`src/rtl/mlp_axis_pkg.sv`:
```
`default_nettype none
// ============================================================================
//  Package     : mlp_axis_pkg
//  Description : Shared AXI-Stream beat definition and default widths for the
//                MLP stage links.
//  Revision    : 1.0 - initial release
// ============================================================================
package mlp_axis_pkg;

    localparam int unsigned c_DATAW = 512;
    localparam int unsigned c_IDW   = 32;
    localparam int unsigned c_USERW = 75;
    localparam int unsigned c_DESTW = 32;
    localparam int unsigned c_DEPTH = 4;
    localparam int unsigned c_CNTW  = 32;

    // One beat at the default widths; field order is also the packing order
    // used for the flat FIFO word (data in the MSBs, dest in the LSBs).
    typedef struct packed {
        logic [c_DATAW-1:0] data;
        logic               last;
        logic [c_IDW-1:0]   id;
        logic [c_USERW-1:0] user;
        logic [c_DESTW-1:0] dest;
    } axis_beat_t;

    localparam int unsigned c_BEATW = $bits(axis_beat_t);

    // Flat beat width for arbitrary field widths.
    function automatic int unsigned beat_width(input int unsigned dw,
                                               input int unsigned iw,
                                               input int unsigned uw,
                                               input int unsigned sw);
        return dw + 1 + iw + uw + sw;
    endfunction

endpackage
`default_nettype wire

```
`src/rtl/axis_link_fifo.sv`:
```
`default_nettype none
// ============================================================================
//  Module      : axis_link_fifo
//  Description : Power-of-two FIFO with registered ready, registered
//                first-word-fall-through output and an occupancy count that
//                includes the beat currently presented at the output.
//  Revision    : 1.0 - initial release
// ============================================================================
module axis_link_fifo #(
    parameter int unsigned W     = 8,
    parameter int unsigned DEPTH = 4
) (
    input  logic                       clk,
    input  logic                       rst_n,
    input  logic                       i_valid,
    output logic                       o_ready,
    input  logic [W-1:0]               i_data,
    output logic                       o_valid,
    input  logic                       i_pop,
    output logic [W-1:0]               o_data,
    output logic [$clog2(DEPTH+1)-1:0] o_level
);

    localparam int unsigned c_PTRW = $clog2(DEPTH);
    localparam int unsigned c_LVLW = $clog2(DEPTH+1);
    localparam logic [c_LVLW-1:0] c_FULL = c_LVLW'(DEPTH);

    logic [W-1:0]      r_mem [DEPTH];
    logic [c_PTRW-1:0] r_wptr;
    logic [c_PTRW-1:0] r_rptr;
    logic [c_LVLW-1:0] r_level;
    logic              r_ready;
    logic              r_valid;
    logic [W-1:0]      r_out;

    logic              w_push;
    logic              w_pop;
    logic [c_PTRW-1:0] w_wptr_n;
    logic [c_PTRW-1:0] w_rptr_n;
    logic [c_LVLW-1:0] w_level_n;
    logic [W-1:0]      w_head_n;

    assign w_push    = i_valid & r_ready;
    assign w_pop     = i_pop & r_valid;
    assign w_wptr_n  = r_wptr + c_PTRW'(w_push);
    assign w_rptr_n  = r_rptr + c_PTRW'(w_pop);
    assign w_level_n = r_level + c_LVLW'(w_push) - c_LVLW'(w_pop);
    // The next head is the beat being written this cycle when it lands on the
    // head slot (FIFO empty, or one entry left and it is popping).
    assign w_head_n  = (w_push && (r_wptr == w_rptr_n)) ? i_data : r_mem[w_rptr_n];

    // Storage array; contents need no reset because LEVEL gates visibility.
    always_ff @(posedge clk) begin
        if (w_push) begin
            r_mem[r_wptr] <= i_data;
        end
    end

    // Pointers, occupancy, registered ready and registered head output.
    always_ff @(posedge clk or negedge rst_n) begin
        if (!rst_n) begin
            r_wptr  <= '0;
            r_rptr  <= '0;
            r_level <= '0;
            r_ready <= 1'b0;
            r_valid <= 1'b0;
            r_out   <= '0;
        end else begin
            r_wptr  <= w_wptr_n;
            r_rptr  <= w_rptr_n;
            r_level <= w_level_n;
            // Computed from the next level so a pop while full only frees
            // the slave side on the following cycle.
            r_ready <= (w_level_n != c_FULL);
            r_valid <= (w_level_n != '0);
            if (w_level_n != '0) begin
                r_out <= w_head_n;
            end
        end
    end

    assign o_ready = r_ready;
    assign o_valid = r_valid;
    assign o_data  = r_out;
    assign o_level = r_level;

endmodule
`default_nettype wire

```
`src/rtl/axis_stage_link.sv`:
```
`default_nettype none
// ============================================================================
//  Module      : axis_stage_link
//  Description : AXI-Stream link between MLP stages: buffering FIFO, optional
//                TDEST rewrite, beat/packet debug counters.
//                Define AXIS_STAGE_LINK_PKT_GATE_EN for store-and-forward
//                gating of the master TVALID (with full-FIFO cut-through
//                escape); undefined gives pure cut-through.
//  Revision    : 1.0 - initial release
// ============================================================================
module axis_stage_link
    import mlp_axis_pkg::*;
#(
    parameter int unsigned      DATAW        = c_DATAW,
    parameter int unsigned      IDW          = c_IDW,
    parameter int unsigned      USERW        = c_USERW,
    parameter int unsigned      DESTW        = c_DESTW,
    parameter int unsigned      DEPTH        = c_DEPTH,
    parameter int unsigned      REWRITE_DEST = 0,
    parameter logic [DESTW-1:0] NEXT_DEST    = '0,
    parameter int unsigned      CNTW         = c_CNTW
) (
    input  logic                       CLK,
    input  logic                       RST_N,
    input  logic                       AXIS_S_TVALID,
    output logic                       AXIS_S_TREADY,
    input  logic [DATAW-1:0]           AXIS_S_TDATA,
    input  logic                       AXIS_S_TLAST,
    input  logic [IDW-1:0]             AXIS_S_TID,
    input  logic [USERW-1:0]           AXIS_S_TUSER,
    input  logic [DESTW-1:0]           AXIS_S_TDEST,
    output logic                       AXIS_M_TVALID,
    input  logic                       AXIS_M_TREADY,
    output logic [DATAW-1:0]           AXIS_M_TDATA,
    output logic                       AXIS_M_TLAST,
    output logic [IDW-1:0]             AXIS_M_TID,
    output logic [USERW-1:0]           AXIS_M_TUSER,
    output logic [DESTW-1:0]           AXIS_M_TDEST,
    output logic [$clog2(DEPTH+1)-1:0] LEVEL,
    output logic [CNTW-1:0]            BEAT_CNT,
    output logic [CNTW-1:0]            PKT_CNT
);

    localparam int unsigned c_BW   = beat_width(DATAW, IDW, USERW, DESTW);
    localparam int unsigned c_LVLW = $clog2(DEPTH+1);

    logic [DESTW-1:0]  w_s_dest;
    logic [c_BW-1:0]   w_s_beat;
    logic [c_BW-1:0]   w_m_beat;
    logic              w_fifo_valid;
    logic              w_gate;
    logic              w_m_valid;
    logic              w_push;
    logic              w_pop;
    logic [c_LVLW-1:0] w_level;
    logic [CNTW-1:0]   r_beat_cnt;
    logic [CNTW-1:0]   r_pkt_cnt;

    // Rewriting on the way in keeps the registered output at zero in reset.
    generate
        if (REWRITE_DEST != 0) begin : g_dest_rewrite
            assign w_s_dest = NEXT_DEST;
        end else begin : g_dest_pass
            assign w_s_dest = AXIS_S_TDEST;
        end
    endgenerate

    assign w_s_beat = {AXIS_S_TDATA, AXIS_S_TLAST, AXIS_S_TID, AXIS_S_TUSER, w_s_dest};

    axis_link_fifo #(
        .W     (c_BW),
        .DEPTH (DEPTH)
    ) u_fifo (
        .clk     (CLK),
        .rst_n   (RST_N),
        .i_valid (AXIS_S_TVALID),
        .o_ready (AXIS_S_TREADY),
        .i_data  (w_s_beat),
        .o_valid (w_fifo_valid),
        .i_pop   (w_pop),
        .o_data  (w_m_beat),
        .o_level (w_level)
    );

    assign {AXIS_M_TDATA, AXIS_M_TLAST, AXIS_M_TID, AXIS_M_TUSER, AXIS_M_TDEST} = w_m_beat;

    assign w_push        = AXIS_S_TVALID & AXIS_S_TREADY;
    assign w_m_valid     = w_fifo_valid & w_gate;
    assign w_pop         = w_m_valid & AXIS_M_TREADY;
    assign AXIS_M_TVALID = w_m_valid;
    assign LEVEL         = w_level;

`ifdef AXIS_STAGE_LINK_PKT_GATE_EN
    localparam logic [c_LVLW-1:0] c_FULL = c_LVLW'(DEPTH);

    logic [c_LVLW-1:0] r_pkts;
    logic              r_cut;

    // A full FIFO holding no TLAST can never complete a packet, so the gate
    // opens immediately and stays open (r_cut) until the next TLAST pops.
    assign w_gate = (r_pkts != '0) || r_cut || ((w_level == c_FULL) && (r_pkts == '0));

    // Resident complete-packet count and the cut-through escape latch.
    always_ff @(posedge CLK or negedge RST_N) begin
        if (!RST_N) begin
            r_pkts <= '0;
            r_cut  <= 1'b0;
        end else begin
            r_pkts <= r_pkts + c_LVLW'(w_push & AXIS_S_TLAST) - c_LVLW'(w_pop & AXIS_M_TLAST);
            if (w_pop && AXIS_M_TLAST) begin
                r_cut <= 1'b0;
            end else if ((w_level == c_FULL) && (r_pkts == '0)) begin
                r_cut <= 1'b1;
            end
        end
    end
`else
    assign w_gate = 1'b1;
`endif

    // Debug counters of beats and packets leaving on the master side.
    always_ff @(posedge CLK or negedge RST_N) begin
        if (!RST_N) begin
            r_beat_cnt <= '0;
            r_pkt_cnt  <= '0;
        end else if (w_pop) begin
            r_beat_cnt <= r_beat_cnt + CNTW'(1);
            if (AXIS_M_TLAST) begin
                r_pkt_cnt <= r_pkt_cnt + CNTW'(1);
            end
        end
    end

    assign BEAT_CNT = r_beat_cnt;
    assign PKT_CNT  = r_pkt_cnt;

endmodule
`default_nettype wire

```
`config.mk`:
```
export PLATFORM = sky130hd
export DESIGN_NAME = axis_stage_link
export DESIGN_NICKNAME = d
export VERILOG_FILES = /design/src/rtl/mlp_axis_pkg.sv /design/src/rtl/axis_link_fifo.sv /design/src/rtl/axis_stage_link.sv
export SDC_FILE = /design/constraint.sdc
export NUM_CORES = 2
export LEC_CHECK = 0
export BUFFER_PORTS_ARGS = -buffer_cell sky130_fd_sc_hd__buf_2
export CORE_MARGIN = 5
export CORE_UTILIZATION = 40
export CTS_BUF_LIST = sky130_fd_sc_hd__clkbuf_2
export DETAILED_ROUTE_END_ITERATION = 8
export PLACE_DENSITY = 0.61
export SLEW_MARGIN = 20
export SYNTH_ARGS = -nofsm -noshare
export SYNTH_HDL_FRONTEND = slang
export SYNTH_SLANG_ARGS = --single-unit
```
`constraint.sdc`:
```
create_clock -name CLK -period 87.8 [get_ports CLK]
set_input_delay 17.56 -clock CLK [delete_from_list [all_inputs] [get_ports CLK]]
set_output_delay 17.56 -clock CLK [all_outputs]
set_load 0.005 [all_outputs]
```
Word level (Yosys, flattened, before mapping)
Memory sizes are Yosys's and may differ from the RTL's. A register that Yosys moved wholly into a read port is not among the register bits. Cells that the tools add are included.

$add $sub $neg: 6. Equality and inequality tests: 1. Multiplexer cells: 2. Bitwise gates (word level): 3. Reductions and logical operators: 3.

Operator list (count): 32-bit by 1-bit adder with 32-bit output (second input constant) (2); 2-bit by 1-bit adder with 2-bit output (2); 3-bit by 1-bit adder with 3-bit output (1); 1-bit bitwise AND (3); 3-bit != test (second input constant) (1); 3-bit nonzero test (1); 3-bit by 1-bit subtractor with 3-bit output (1); 1-bit 2-to-1 mux (2); 2-bit AND reduction (1); 1-bit logical NOT (1).

Bits in registers: 73. Memory bits (writable): 2608. Input bits: 656. Output and inout port bits: 721. Memories: 1.

Memories: u_fifo.r_mem (words 4, width 652, rd ports 1, clocked after memory_dff 1, wr ports 1, line axis_link_fifo.sv:28) `logic [W-1:0] r_mem [DEPTH];`.

Depth between registers and ports, before layout
Word-level depth: 4. Depth in mapped cells: 13. Gate-level depth less buffers: 10.

By module
From an unflattened synthesis, not the netlist that was laid out.

Cell total of the unflattened synthesis: 8766. Area total of the unflattened synthesis: 131745.1 um^2.

By module, submodules not included: axis_link_fifo (times used 1, cells an instance 8511, area an instance 128836.1 um^2); axis_stage_link (times used 1, cells an instance 255, area an instance 2909.0 um^2).

Least setup slack after synthesis
No wires, ideal clock.

Path kind: input-to-reg. From: in AXIS_S_TVALID. To: mem u_fifo.r_mem[1][0] (netlist name), enable pin. Library setup time: 2602 ps. Data arrival time: 64596 ps. Slack: 20601 ps. Stages on the path: 2. Buffers on the path: 0. Cells stage by stage: nand2_1 nor3b_1.

Word-level cells in the longest chain between the ends: 3.

Ends and longest elaborated chain: start, declared (line axis_stage_link.sv:25) `input logic AXIS_S_TVALID,`; 1-bit bitwise AND; 1-bit 2-to-1 mux (line axis_link_fifo.sv:54) `if (w_push) begin`; 1-bit 2-to-1 mux (implied by the code) (line axis_link_fifo.sv:55) `r_mem[r_wptr] <= i_data;`; end, declared (line axis_link_fifo.sv:28).

No other way between the ends.

Worst setup path in the final report
From: in AXIS_M_TREADY. To: reg u_fifo.r_out[31] (netlist: u_fifo.o_data[31]) (read register of u_fifo.r_mem).

RTL lines: start, declared (line axis_stage_link.sv:33) `input logic AXIS_M_TREADY,`; 1-bit bitwise AND (line axis_stage_link.sv:89) `assign w_pop = w_m_valid & AXIS_M_TREADY;`; 1-bit bitwise AND (line axis_link_fifo.sv:44) `assign w_pop = i_pop & r_valid;`; 2-bit by 1-bit adder with 2-bit output (line axis_link_fifo.sv:46) `assign w_rptr_n = r_rptr + c_PTRW'(w_pop);`; net u_fifo.w_rptr_n[0] (line axis_link_fifo.sv:39) `logic [c_PTRW-1:0] w_rptr_n;`; end, declared (line axis_link_fifo.sv:34) `logic [W-1:0] r_out;`.

The timed path passes the listed nets, and every way through them passes these cells. A chain may end at the register's enable or synchronous reset.

==> impl_metrics.ini <==
[run]
maxCapViolations = 0

[clock_network]
cts-hold-fix-buffers = 0
ctsLongestPathBuffers = 4
clock_sinks = 3333
clockRootBuffer = clkbuf_2
clk_pin_slew_ns = 0.09
cts_setup_buffers = 0
clk_latency_ns = 2.11
cts_buffers = 817
cts_resized = 0
tritoncts = done
htree_levels = 6

[setup_path]
startpoint_type = input pin
crit_path_max_incr_delay_ns = 0.80
crit_path_frequent_cell = buf_4
path_cells = buf_2 -> and2_1 -> ha_4 -> buf_12 -> buf_12 -> buf_4 -> buf_4 -> buf_4 -> buf_4 -> mux2_2 -> a32oi_1 -> a21oi_1
required_ns = 89.73
crit_cells = 12
crit_family = buffers and inverters
cp_slowest_cell = ha_4
reg2reg_depth = 11
cp-end-kind = register
crit_fanout = 135
path_buf_inv = 7
critPathArrivalTime_ns = 24.27
r2r-end = u_fifo.o_data[31]
ff2ff_setup_slack_ns = 80.60
critPathKind = in2reg
r2r-start = u_fifo.o_valid

[synth]
synth-seq-cells = 3333
synth_edf_count = 2608
syn_nets = 9440
synth_top_family_by_area = multiplexers
synth_compound_area_share_pct = 9.288
yosys.area_share.simple_pct = 4.322
synth_warnings = 0
synth_fa_ha_area_share_pct = 0.07217
synthXorXnorAreaFrac_pct = 0.4729
syn_inst = 8777
synth_top_area_share_pct = 59.44
syn_avg_cell_area_um2 = 15.01
synth_top_area_cell = edfxtp_1
ys_async_sr_fraction_pct = 21.75
ys_types = 40
synth_area_leaders = edfxtp_1 (59%), dfrtp_1 (14%), mux2_2 (5.6%)
synth_mux_area_share_pct = 10.54
synth_most_common_cell = edfxtp_1
seq_area_frac_synth_pct = 73.21
ys.flop_type = edfxtp_1
synth_common_cells = edfxtp_1 (2608), nor2_1 (1315), a21oi_1 (1304)
syn-cell-area_um2 = 131800

[worst_hold_path]
min_to = PKT_CNT[22]
hold_class = reg2reg
hold_path_startpoint = PKT_CNT[22]
holdPathStages = 1

[detailed_routing]
post_drt_wl_per_cell_um = 25.80
antenna_left = 0
firstDrtPassIters = 6
vias = 85640
viasPerCell = 5.494
post-route-drc-count = 0
drt_iter0_markers = 6889
drt-total-wl_mm = 402.2

[floorplanning]
ios = 1377
rows = 210
die_area_um2 = 341000
core_area_um2 = 327700
die_y_um = 583.9
die_w_um = 583.9
start_util_pct = 40.21

[timing]
slew_headroom_pct = 23.22
fin_crit_sh_pct = 25.45
setup_tns_ns = 0
max_slew.worst_pin.slew_ns = 1.152
timing.fmax_mhz = 44.76
setup_viol = 0
period_needed_ns = 22.34
hold_viol = 0
clock_skew_ns = 0.2029
maxSlewViolCount = 0
rsz0062_at_grt = no

[placement]
dp.cells = 13980
place.detailed.hpwl_mm = 239.7
portBuffers = 1376
place.gp.congestion = 0.8554

[final_layout]
drive_gt1_share_pct = 31.91
layout.nets = 11120
area_growth_pct = 14.51
final_cell_count_no_fill = 15590
fill_cells = 29180

[global_routing]
grt_pass1_vias = 85570
track_usage_pct = 22.51
gr-total-overflow = 0
grt_pass1_wl_mm = 580.5
antenna_found_initial = 216
grt_max_degree = 184

[power_and_ir_drop]
leakage_nw = 57.35
powerDensity_nw_per_um2 = 39.71
ir_drop_mv = 0.04818
finalPower_mw = 5.991

[run_status]
status = finished, final reports clean
[final cells by class]
class / instances / area (um^2) / share of cell area, %
inverters: 8 / 37.54 / 0.02488
repair buffers: 1511 / 8185 / 5.425
flip-flops and latches: 3333 / 96460 / 63.93
clock inverters: 222 / 1450 / 0.9612
well taps: 4346 / 5438 / 3.604
multi-input cells: 4782 / 32610 / 21.62
diodes: 98 / 245.2 / 0.1625
clock buffers: 1288 / 6446 / 4.273
[cells in the final DEF (no fill, tap or decap), types with 3 or more instances in the layout]
cell type	instances
clkinv_8	6
nor3_1	11
nand2_1	31
nand3_1	19
and4_1	9
inv_12	3
and3_1	9
buf_2	1375
xor2_1	32
diode_2	98
mux2i_1	652
buf_12	22
xnor2_1	31
clkinvlp_4	7
nor4_1	13
a32oi_1	652
inv_1	7
ha_1	5
bufinv_16	10
inv_6	17
nand4_1	19
inv_8	6
clkinv_1	137
clkinv_4	13
and2_1	4
clkbuf_2	1288
edfxtp_1	2608
a21oi_1	1304
dfrtp_1	725
buf_4	113
mux2_2	654
nor2_1	1314
clkinv_2	22
[flip-flops by register name (all words and copies together) (netlist names)]
signal,count
u_fifo.r_rptr,2
u_fifo.o_level,3
u_fifo.r_wptr,2
u_fifo.o_ready,1
PKT_CNT,32
u_fifo.o_data,652
u_fifo.r_mem,2608
BEAT_CNT,32
u_fifo.o_valid,1
[metal layers]
metal,vias to the layer above,global-route usage [%],routed length (um)
li1,37680,-,-
met3,877,6.825,37170
met4,110,12.00,21210
met5,-,0,733
met2,3928,35.31,189400
met1,43040,28.11,153700
[through the flow]
step | area, um^2 | utilization (%) | hold WS [ns] | setup WS [ns]
2_1_floorplan | 131800 | - | 0.4647 | 20.60
3_3_place_gp | 142700 | 43.55 | 0.4737 | 63.50
6_report | 150900 | 46.05 | 0.4858 | 65.46
4_1_cts | 150600 | 45.96 | 0.4893 | 65.89
3_5_place_dp | 142700 | 43.55 | 0.4747 | 63.42
5_1_grt | 150800 | 46.02 | 0.5005 | 65.50
[logic make-up after synthesis]
group | after synthesis
flip-flops | 3333
AO/OA/AOI/OAI | 1956
AND/OR/NAND/NOR | 1446
multiplexers | 1306
buffers and inverters | 662
XOR/XNOR | 67
adder cells (fa/ha/maj) | 7
[report_power, final]
part / internal (mW) / total, mW / leakage, nW / switching (mW)
clock: 0.428 / 1.07 / 6.03 / 0.641
combinational: 0.928 / 2.59 / 18.8 / 1.66
sequential: 2.16 / 2.33 / 32.6 / 0.174
total: 3.51 / 5.99 / 57.4 / 2.48
[worst reg2reg max path, stage by stage (launching register included)]
cell	delay, ns
dfrtp_1	0.45
and2_1	0.28
ha_4	0.80
buf_12	0.71
buf_12	0.79
buf_4	0.90
buf_4	0.80
buf_4	0.80
buf_4	0.83
mux2_2	0.43
a32oi_1	0.22
a21oi_1	0.09
[worst max path at each step]
stage / start / to / slack [ns]
finish: AXIS_M_TREADY / u_fifo.o_data[31] / 65.46
global route: AXIS_M_TREADY / u_fifo.o_data[19] / 65.50
CTS: AXIS_M_TREADY / u_fifo.o_data[180] / 65.89
detailed placement: AXIS_M_TREADY / u_fifo.o_data[21] / 63.42
global placement: AXIS_M_TREADY / u_fifo.o_data[29] / 63.50
floorplan: AXIS_S_TVALID / u_fifo.r_mem[1][0] / 20.60
Power figures use the tool's default switching activity.
